==> src/rtl/modn_updown_counter.sv <==
// Modulo-N up/down counter with load, wrap/saturate mode, cascade carry and wrap/load-error flags.
// Define MODN_BCD_OUT_EN to add a registered BCD image of the count on port bcd.
module modn_updown_counter #(
  parameter int MODULUS  = 100,
  parameter int WIDTH    = 7,
  parameter int SATURATE = 0
`ifdef MODN_BCD_OUT_EN
  ,
  localparam int BCD_D = ((MODULUS - 1) < 10)         ? 1 :
                         ((MODULUS - 1) < 100)        ? 2 :
                         ((MODULUS - 1) < 1000)       ? 3 :
                         ((MODULUS - 1) < 10000)      ? 4 :
                         ((MODULUS - 1) < 100000)     ? 5 :
                         ((MODULUS - 1) < 1000000)    ? 6 :
                         ((MODULUS - 1) < 10000000)   ? 7 :
                         ((MODULUS - 1) < 100000000)  ? 8 :
                         ((MODULUS - 1) < 1000000000) ? 9 : 10
`endif
) (
  input  logic             clk,
  input  logic             rst,
  input  logic             en,
  input  logic             up_dn,
  input  logic             load,
  input  logic [WIDTH-1:0] load_val,
  output logic [WIDTH-1:0] count,
  output logic             tc,
  output logic             wrap,
  output logic             load_err
`ifdef MODN_BCD_OUT_EN
  ,
  output logic [4*BCD_D-1:0] bcd
`endif
);

  localparam logic [WIDTH-1:0] MAX_C = WIDTH'(MODULUS - 1);
  localparam logic [WIDTH:0]   MOD_X = (WIDTH + 1)'(MODULUS);

  generate
    if (MODULUS < 2 || (64'd1 << WIDTH) < 64'(MODULUS)) begin : g_param_chk
      $error("modn_updown_counter: need MODULUS >= 2 and 2**WIDTH >= MODULUS");
    end
  endgenerate

  logic [WIDTH-1:0] count_q, count_d;
  logic             wrap_q, wrap_d;
  logic             load_err_q, load_err_d;
  logic             at_top, at_bot, load_ok;

  // The +1 only happens below MAX_C, so it can never reach 2**WIDTH.
  function automatic logic [WIDTH-1:0] step_up(input logic [WIDTH-1:0] c);
    if (c == MAX_C) return (SATURATE != 0) ? c : '0;
    return c + WIDTH'(1);
  endfunction

  function automatic logic [WIDTH-1:0] step_down(input logic [WIDTH-1:0] c);
    if (c == '0) return (SATURATE != 0) ? c : MAX_C;
    return c - WIDTH'(1);
  endfunction

  assign at_top  = (count_q == MAX_C);
  assign at_bot  = (count_q == '0);
  assign load_ok = ({1'b0, load_val} < MOD_X);

  always_comb begin
    count_d    = count_q;
    wrap_d     = 1'b0;
    load_err_d = 1'b0;
    if (load) begin
      if (load_ok) count_d = load_val;
      else         load_err_d = 1'b1;
    end else if (en) begin
      if (up_dn) begin
        count_d = step_up(count_q);
        wrap_d  = (SATURATE == 0) && at_top;
      end else begin
        count_d = step_down(count_q);
        wrap_d  = (SATURATE == 0) && at_bot;
      end
    end
  end

  always_ff @(posedge clk or posedge rst) begin
    if (rst) begin
      count_q    <= '0;
      wrap_q     <= 1'b0;
      load_err_q <= 1'b0;
    end else begin
      count_q    <= count_d;
      wrap_q     <= wrap_d;
      load_err_q <= load_err_d;
    end
  end

  assign count    = count_q;
  assign wrap     = wrap_q;
  assign load_err = load_err_q;
  // Carry/borrow is asserted in saturate mode too so cascades still chain.
  assign tc       = en & ((up_dn & at_top) | (~up_dn & at_bot));

`ifdef MODN_BCD_OUT_EN
  logic [4*BCD_D-1:0] bcd_q;

  // Double-dabble; intermediate prefixes never exceed the count, so BCD_D digits suffice.
  function automatic logic [4*BCD_D-1:0] to_bcd(input logic [WIDTH-1:0] bin);
    logic [4*BCD_D+WIDTH-1:0] sh;
    sh = '0;
    sh[WIDTH-1:0] = bin;
    for (int i = 0; i < WIDTH; i++) begin
      for (int k = 0; k < BCD_D; k++) begin
        if (sh[WIDTH+4*k +: 4] >= 4'd5)
          sh[WIDTH+4*k +: 4] = sh[WIDTH+4*k +: 4] + 4'd3;
      end
      sh = sh << 1;
    end
    return sh[WIDTH +: 4*BCD_D];
  endfunction

  always_ff @(posedge clk or posedge rst) begin
    if (rst) bcd_q <= '0;
    else     bcd_q <= to_bcd(count_d);
  end

  assign bcd = bcd_q;
`endif

endmodule

==> config.mk <==
export PLATFORM = sky130hd
export DESIGN_NAME = modn_updown_counter
export DESIGN_NICKNAME = d
export VERILOG_FILES = /design/src/rtl/modn_updown_counter.sv
export SDC_FILE = /design/constraint.sdc
export NUM_CORES = 1
export LEC_CHECK = 0
export ABC_AREA = 1
export BUFFER_PORTS_ARGS = -buffer_cell sky130_fd_sc_hd__buf_4
export CORE_ASPECT_RATIO = 1.5
export CORE_MARGIN = 3
export CORE_UTILIZATION = 40
export CTS_BUF_LIST = sky130_fd_sc_hd__clkbuf_16
export CTS_CLUSTER_SIZE = 10
export DETAILED_ROUTE_END_ITERATION = 16
export GPL_ROUTABILITY_DRIVEN = 0
export PLACE_DENSITY_LB_ADDON = 0.05
export SLEW_MARGIN = 0
export SYNTH_ARGS = -nofsm -noshare
export SYNTH_HDL_FRONTEND = slang
export SYNTH_SLANG_ARGS = --single-unit
==> constraint.sdc <==
create_clock -name clk -period 1.4 [get_ports clk]
set_input_delay 0.28 -clock clk [delete_from_list [all_inputs] [get_ports clk]]
set_output_delay 0.28 -clock clk [all_outputs]
set_load 0.1 [all_outputs]
==> results.md <==
* Status: finished, violations left
* Failing checks: negative setup slack
* Vias/cell at 5.225
* Static Leak at 0.6810 nW
* Tot Pwr at ~0.0019 W
* Design Area, Final at 1414 um2
* Number of global-route vias before repair at 1,003
* Die extent in x at 42.56 um
* Final WL at 2686 um
* CP Max Fanout at 4
* CTS tree: yes
* Max VDD drop at 1.472 mV
* Cells after DPL at between 150 and 200
* Cell Area, Synth at roughly 800 um2
* Hold buffers post-CTS at 0
* Main area contributors after synthesis: dfrtp_1, nand2_1, nor2_1
* Sequential cell area at roughly 240 um2
* Fin crit share at 132.7%
* Share of layout cells above drive strength 1 at 51.76%
* Biggest area consumer among synthesized cells: dfrtp_1
* Min cycle time layout at 1.857 ns
* # DRC at 0
* Core Box Area at between 1500 and 2000 um2
* Post-DP HPWL at 1892 um
* Sequential-to-total area share from yosys stat at 28.08%
* Final ANT Viol Nets at 0
* Async SR Flop Fraction at 100.0%
* WL per Instance at 14.06 um
* Largest net degree at the start of global routing at 10
* Number of synthesized flops with an enable pin at 0
* RSZ-0062 raised after global routing: yes
* Most common cell in the netlist: nand2_1
* Top cells by instance count after synthesis: nand2_1, nor2_1, nand3_1
* Sink Count at 9
* Worst Path Required at 1.12 ns
* Main flop type after synthesis: dfrtp_1
* Net count after synthesis at 136
* Total Die Area at 2589 um2
* Max Transition Viols Final at 0
* Synth Instances at 121
* Fmax at 538.4 MHz
* CTS Buf Count at 3
* Global Route Usage Sum at 21.77%
* Post-layout util at 75.28%
* 1st-pass router iterations at 4
* Post-synth cell types at 22
* Initial DRC Count at 26
* Max Cap Viol at 0
* CP arrival at about 1.6 ns
* Fillers at 154
* Setup Skew at 0.0005452 ns
* CP Capture Type: primary output
* Pwr/cell area at 1369 nW/um2
* Die Ht at slightly above 60 um
* First-pass GRT wire length at 4278 um
* FP Rows at 19
* Clk_lat worst skew at about 0.23 ns
* Post-route setup slack at -0.4574 ns
* Total grt overflow at 0
* WS Path Type: reg -> out
* Initial antenna violation count at 0
* CP Launch Type: flop
* H-tree depth at 1
* Final Hold Viols at 0
* Setup TNS at -1.397 ns
* Worst slew pin tran at 0.3860 ns
* Avg Cell Area, Syn at ~6.6 um2
* YS warnings at 0
* Final Setup Violations at 8
* Seq cells post-synth at 9
* Area of the multi-input gates at 620.6 um2
* Clk root buf: clkbuf_16
* Post-synth top area share at 28.08%
* Worst slew margin at between 70 and 80%
* Diodes inserted at 0
* Finished Layout Cells at between 150 and 200
* I/O pin cnt at 22
* Area grow syn2layout at 76.29%
* Starting density of the core at 42.70%
* Post-DP Area at roughly 1200 um2
* Nets at 186
* CTS Buffer Depth at 2
* Worst Hold Class: in -> async
* Clock transition at the registers of the reported paths at 0.04 ns
* Port Buffers at 21
* Via Count at between 900 and 1,000
-- layout by cell type (no fill, tap or decap), types with 2 or more instances in the layout --
| master | synthesis | layout |
|---|---|---|
| buf_4 | 0 | 38 |
| nand2_1 | 32 | 28 |
| nor2_1 | 17 | 16 |
| nand3_1 | 12 | 11 |
| buf_6 | 1 | 7 |
| inv_2 | 6 | 6 |
| inv_1 | 6 | 6 |
| nand2_2 | 2 | 6 |
| a21oi_1 | 5 | 5 |
| o21ai_1 | 7 | 5 |
| nor2_4 | 3 | 5 |
| xor2_1 | 6 | 5 |
| dfrtp_2 | 0 | 4 |
| o21ai_2 | 1 | 3 |
| nand4_1 | 3 | 3 |
| ha_4 | 0 | 3 |
| clkbuf_16 | 0 | 3 |
| dfrtp_4 | 0 | 3 |
| dfrtp_1 | 9 | 2 |
-- routing by layer --
| metal | track usage, % | vias to the layer above | routed length [um] |
|---|---|---|---|
| met4 | 12.00 | 0 | 100 |
| met2 | 39.43 | 37 | 1404 |
| met5 | 0 | - | 0 |
| met1 | 25.05 | 462 | 1055 |
| li1 | - | 491 | - |
| met3 | 2.077 | 8 | 125 |
-- through the flow --
| step | hold slack, ns | setup slack, ns |
|---|---|---|
| final | 0.02390 | -0.4574 |
| after global routing | 0.04487 | -0.5010 |
| after CTS | 0.03961 | -0.4511 |
| after detailed placement | 0.2835 | -0.2672 |
| after global placement | 0.2717 | -0.2676 |
| after floorplan | 0.1077 | -0.8553 |
-- worst max-delay path, cell delays in order (launching register included) --
cell and delay, ns:
dfrtp_4 0.50, inv_4 0.08, ha_4 0.14, nand3_4 0.09, nor2_4 0.15, nor2_4 0.05
nor3_4 0.14, buf_12 0.20
-- cells by family after synthesis --
| logic type | share of synthesized area (%) |
|---|---|
| compound gates | 10.30 |
| xor+xnor | 6.552 |
| fa+ha+maj | 4.681 |
| buf+inv | 7.643 |
| flops | 28.08 |
| simple gates | 42.75 |
-- state kept, by name (all words and copies together), names as in the netlist --
signal,flops
wrap,1
load_err,1
count,7
-- worst paths after layout --
check	from	endpoint	slack, ns	cells past startpoint
max	count[0]$_DFFE_PP0P_	tc	-0.46	7
min	rst	count[2]$_DFFE_PP0P_	0.02	2
max reg2reg	count[0]$_DFFE_PP0P_	count[6]$_DFFE_PP0P_	-0.20	11
min reg2reg	count[5]$_DFFE_PP0P_	count[5]$_DFFE_PP0P_	0.67	3
max in group asynchronous	rst	count[0]$_DFFE_PP0P_	1.08	2
min in group clk	load	wrap$_DFF_PP0_	0.30	2
-- report_power, final --
part | internal [W] | switching [W]
Sequential | 0.000314 | 0.0000423
Clock | 0.000373 | 0.000122
Combinational | 0.000398 | 0.000686
-- what timing repair did --
item / in CTS / in global routing
pin swaps: 2 / 4
endpoints found under the setup margin: 8 / 9
setup buffers: 5 / 5
gates resized for setup: 16 / 14
-- area by class of cell --
class                           count  area share [%]
Tap cell                           21           1.858
Timing Repair Buffer               47           28.23
Inverter                           12           3.363
Clock buffer                        3           5.310
Clock inverter                      1          0.2655
Sequential cell                     9           17.08
Multi-Input combinational cell     98           43.89
Power figures use the tool's default switching activity.
